$ cat src/rtl/fdiv_bank.sv
// -----------------------------------------------------------------------------
// fdiv_bank - multi-channel programmable frequency divider
//
// Each of CH channels divides fin by its own run-time divisor N and drives a
// low-then-high output: N-H cycles low followed by H cycles high. Divisor and
// high length are captured into shadow registers only at a period boundary,
// so an output never changes shape mid-period.
//
// Optional feature macro: FDIV_DUTY_EN
//   defined   : high length H = min(duty, N_eff), taken from the duty port
//   undefined : duty is ignored, H = N_eff - (N_eff >> 1)
//
// Parameters
//   WIDTH : counter / divisor / duty width in bits
//   CH    : number of independent channels
//
// Ports
//   fin   in  1         sole clock, rising edge
//   rst_n in  1         asynchronous active-low reset
//   en    in  CH        per-channel run enable
//   divn  in  CH*WIDTH  per-channel divisor, channel i at [i*WIDTH +: WIDTH]
//   duty  in  CH*WIDTH  per-channel high length, same packing
//   fout  out CH        divided outputs, registered
//   tick  out CH        one-cycle pulse at the start of each period, registered
// -----------------------------------------------------------------------------
module fdiv_bank #(
   parameter int WIDTH = 32,
   parameter int CH    = 4
) (
   input  logic                fin,
   input  logic                rst_n,
   input  logic [CH-1:0]       en,
   input  logic [CH*WIDTH-1:0] divn,
   input  logic [CH*WIDTH-1:0] duty,
   output logic [CH-1:0]       fout,
   output logic [CH-1:0]       tick
);

   typedef enum logic {
      IDLE = 1'b0,
      RUN  = 1'b1
   } state_t;

`ifndef FDIV_DUTY_EN
   // duty has no function in this build; the reduction feeds nothing and is
   // trimmed away, it only marks the port as intentionally unused.
   logic unused_duty;
   assign unused_duty = ^duty;
`endif

   for (genvar i = 0; i < CH; i++) begin : g_ch
      logic [WIDTH-1:0] n_in;
      logic [WIDTH-1:0] n_eff;
      logic [WIDTH-1:0] h_eff;
      logic [WIDTH-1:0] count;
      logic [WIDTH-1:0] n_a;
      logic [WIDTH-1:0] h_a;
      logic             fout_r;
      logic             tick_r;
      state_t           state;

      assign n_in  = divn[i*WIDTH +: WIDTH];
      // A divisor of 0 behaves as 1.
      assign n_eff = (n_in == '0) ? WIDTH'(1) : n_in;

`ifdef FDIV_DUTY_EN
      logic [WIDTH-1:0] d_in;
      assign d_in  = duty[i*WIDTH +: WIDTH];
      // Clamping to N keeps n_a - h_a from underflowing.
      assign h_eff = (d_in < n_eff) ? d_in : n_eff;
`else
      // Odd N puts the extra cycle in the high phase.
      assign h_eff = n_eff - (n_eff >> 1);
`endif

      always_ff @(posedge fin or negedge rst_n) begin
         if (!rst_n) begin
            state  <= IDLE;
            count  <= '0;
            n_a    <= WIDTH'(1);
            h_a    <= '0;
            fout_r <= 1'b0;
            tick_r <= 1'b0;
         end else begin
            // NOTE: non-blocking assignments make every branch below see the
            // pre-edge count/n_a/h_a, which the output rule depends on.
            case (state)
               IDLE: begin
                  fout_r <= 1'b0;
                  if (en[i]) begin
                     state  <= RUN;
                     n_a    <= n_eff;
                     h_a    <= h_eff;
                     count  <= WIDTH'(1);
                     tick_r <= 1'b1;
                  end else begin
                     count  <= '0;
                     tick_r <= 1'b0;
                  end
               end
               RUN: begin
                  if (!en[i]) begin
                     // Abandon the partial period; en low beats a wrap.
                     state  <= IDLE;
                     count  <= '0;
                     fout_r <= 1'b0;
                     tick_r <= 1'b0;
                  end else begin
                     fout_r <= (count > (n_a - h_a));
                     if (count >= n_a) begin
                        // Period boundary: the only point new settings land.
                        count  <= WIDTH'(1);
                        n_a    <= n_eff;
                        h_a    <= h_eff;
                        tick_r <= 1'b1;
                     end else begin
                        count  <= count + WIDTH'(1);
                        tick_r <= 1'b0;
                     end
                  end
               end
               default: begin
                  state  <= IDLE;
                  count  <= '0;
                  fout_r <= 1'b0;
                  tick_r <= 1'b0;
               end
            endcase
         end
      end

      assign fout[i] = fout_r;
      assign tick[i] = tick_r;
   end

endmodule

$ cat config.mk
export PLATFORM = sky130hd
export DESIGN_NAME = fdiv_bank
export DESIGN_NICKNAME = d
export VERILOG_FILES = /design/src/rtl/fdiv_bank.sv
export SDC_FILE = /design/constraint.sdc
export NUM_CORES = 2
export LEC_CHECK = 0
export ABC_AREA = 1
export CAP_MARGIN = 20
export CELL_PAD_IN_SITES_DETAIL_PLACEMENT = 0
export CELL_PAD_IN_SITES_GLOBAL_PLACEMENT = 2
export CORE_MARGIN = 2
export CORE_UTILIZATION = 36
export DETAILED_ROUTE_END_ITERATION = 6
export GPL_TIMING_DRIVEN = 0
export PLACE_DENSITY_LB_ADDON = 0.1
export SETUP_SLACK_MARGIN = 0.05
export SYNTH_ARGS = -nofsm -noshare
export SYNTH_HDL_FRONTEND = slang
export SYNTH_SLANG_ARGS = --single-unit
export TNS_END_PERCENT = 100
$ cat constraint.sdc
create_clock -name fin -period 5 [get_ports fin]
set_clock_uncertainty 0.1 [all_clocks]
set_input_delay 1 -clock fin [delete_from_list [all_inputs] [get_ports fin]]
set_output_delay 1 -clock fin [all_outputs]
set_load 0.03 [all_outputs]
==> results.ini <==
[status]
status=completed

[drt]
ant_nets=0
via_per_inst=4.854
drc=0
drtIter0Drc=2472
drt-total-wl_um=139900
wire_per_inst_um=16.58
first_pass_iters=6
vias=40970

[global_route]
met3_usage=0.02063
antenna_found_initial=0
grt_busiest_layer=met2
grt_util_met1=0.3124
grt_pass1_vias=40510
grt_pass1_wl_um=221100
grtUsageTotal=0.2308
grt_overflow_total=0
grt_max_degree=111
globalRouteMet2Util=0.3920

[worst_setup_path]
crit_path_end_kind=flop
r2r_slack_ps=980
reg2reg_from=g_ch[2].n_a[0]$_DFFE_PN1P_
crit_type=input port to flop
crit_arrival_ps=4890
cp-start-kind=input port
r2r_end=g_ch[2].fout_r$_DFF_PN0_
worstRegToRegCells=17
crit_fanout=5
required_ps=5450

[final_layout]
num_antenna_cells=0
areaGrowthSynthToFinish_pct=12.05
final_cells=8440
fin_nets=7657
final_layout_size_suffix_gt1_frac=0.03094

[placement]
place_congestion=0.8985
numPortBuffers=141
dp_cells=8354
dp_hpwl_um=119200

[power_and_ir_drop]
p_leak_nw=25.42
powerDensity_mw_per_mm2=298.6
power_mw=14.10
ir_drop_uv=231.2

[timing]
setup_viol=0
fin_crit_sh=0.8876
rsz0062_at_grt=no
final.min_clock_period_ps=4438
clock.fmax_mhz=225.3
relSlewSlack=0.4934
worst_slew_pin_slew_ps=753.0
drv_slew=0
finalHoldViolCount=0

[clock_tree]
htreeDepth=2
cts_resized=0
cts_buffers=47
post_cts_buffers=0
hold_buffers=0
clk_pin_slew_ps=60
worst_skew_pair.late_latency_ps=630
cts-root-buf=clkbuf_16
cts.sinks=396
cts_tree=yes
clk_path_buf_depth=3

[synthesis]
synth_seq_cells=396
async_flop_share=1.000
synth-seq-area-share=0.2352
synth_warnings=0
postSynthAreaPerCell_sq_um=6.307
syn-cell-area_sq_mm=0.04216
syn-num-nets=7463
postSynthCellCount=6685
ys_types=52
synthFlopType=dfrtp_1
synth_edf_count=0

[floorplanning]
num_io_pins=270
fp.coreArea_sq_mm=0.1162
die_w_um=346.2
die-area_sq_mm=0.1199
die_y_um=346.2
initial_core_util=0.3628
std_cell_rows=125

[flow_run]
drv_cap=0

[hold_path]
hold_path_class=input port to asynchronous set/reset pin

[how the worst max path moves through the flow]
stage | endpoint | cells past startpoint | start
2_1_floorplan | g_ch[3].h_a[30]$_DFFE_PN0P_ | 18 | divn[127]
3_3_place_gp | g_ch[3].h_a[0]$_DFFE_PN0P_ | 1 | rst_n
3_5_place_dp | g_ch[3].h_a[30]$_DFFE_PN0P_ | 20 | divn[122]
4_1_cts | g_ch[3].h_a[30]$_DFFE_PN0P_ | 20 | divn[122]
5_1_grt | g_ch[3].h_a[30]$_DFFE_PN0P_ | 20 | divn[118]
6_report | g_ch[3].h_a[30]$_DFFE_PN0P_ | 20 | divn[118]
[Yosys cell counts (16+ instances only)]
master       n  share of area
a21o_1      19         0.0034
a21oi_1    387          0.046
buf_2       25         0.0030
buf_4       20         0.0036
buf_6       16         0.0043
clkbuf_1   160          0.014
dfrtp_1    392           0.23
ha_1       508           0.15
inv_1     1088          0.097
nand2_1   2074           0.18
nand3_1    533          0.063
nand3b_1    21         0.0037
nand4_1    103          0.015
nor2_1     564          0.050
nor3_1     155          0.018
nor4_1      49         0.0073
o21a_1      18         0.0032
o21ai_0    159          0.019
o21bai_1    47         0.0084
xnor2_1     98          0.020
xor2_1     114          0.024
[flip-flops by register name (all words and copies together) (netlist names)]
signal,cells
g_ch.count,128
g_ch.h_a,128
g_ch.n_a,128
g_ch.fout_r,4
g_ch.state,4
g_ch.tick_r,4
[kinds of logic after synthesis]
family	Yosys count	share of synthesized area
AOI/OAI and AO/OA	673	0.08668
adders and majority gates	516	0.1546
and+or+nand+nor	3566	0.3565
xor gates and xnor gates	212	0.04404
DFF	396	0.2352
buffers and inverters	1322	0.1231
[cells in the final DEF, fill, tap and decap left out, types with 114 or more instances in the layout]
| master | n |
|---|---|
| nand2_1 | 2074 |
| inv_1 | 1088 |
| nor2_1 | 564 |
| nand3_1 | 533 |
| ha_1 | 508 |
| dfrtp_1 | 392 |
| a21oi_1 | 387 |
| clkbuf_1 | 166 |
| o21ai_0 | 159 |
| nor3_1 | 155 |
| clkdlybuf4s50_1 | 140 |
| xor2_1 | 114 |
[routing by layer]
metal / vias up / part of all wire
met2: 600 / 0.46
li1: 21660 / -
met3: 161 / 0.031
met4: 0 / 0.027
met5: - / 0
met1: 18550 / 0.48
[final cells by class]
class	count	area, sq um
well taps	1524	1907
clock inverters	25	319.1
inverters	1099	4125
clock buffers	61	1320
fillers	12880	68960
flip-flops and latches	396	9915
multi-input cells	4967	27060
repair buffers	145	1526
plain buffers	223	1064
[critical path: stages]
cell and delay [ps]:
clkdlybuf4s50_1 510, nor4_1 710, nand4_1 140, o21ai_0 290
inv_1 80, ha_1 230, fa_1 430, inv_1 140
nand3_1 80, nand3_1 210, nand2_1 80, nand2_1 140
nand2_1 70, nand2_1 220, nand2_1 130, nand2_1 90
nand2_1 50, nand2_1 80, nand3_1 110, nand2_1 90
[metrics by stage]
| stage | hold slack [ps] | TNS, ps | setup WS, ps | utilization | area (sq um) |
|---|---|---|---|---|---|
| 6_report | 157.1 | 0 | 562.1 | 0.4065 | 47240 |
| 5_1_grt | 140.6 | 0 | 241.3 | 0.4065 | 47240 |
| 4_1_cts | 126.8 | 0 | 327.2 | 0.4065 | 47230 |
| 3_5_place_dp | 360.3 | -672.0 | -323.0 | 0.3924 | 45600 |
| 3_3_place_gp | 354.4 | -6282370 | -16030 | 0.3914 | 45480 |
| 2_1_floorplan | 341.9 | 0 | 1684 | - | 42160 |
[where the power goes]
group          leakage (nW)  switching, mW  internal [mW]  total [mW]
clock                 0.798           1.54           2.18        3.72
sequential             5.10          0.308           3.56        3.86
combinational          19.5           4.16           2.35        6.52
total                  25.4           6.02           8.09        14.1
Power figures use the tool's default switching activity.
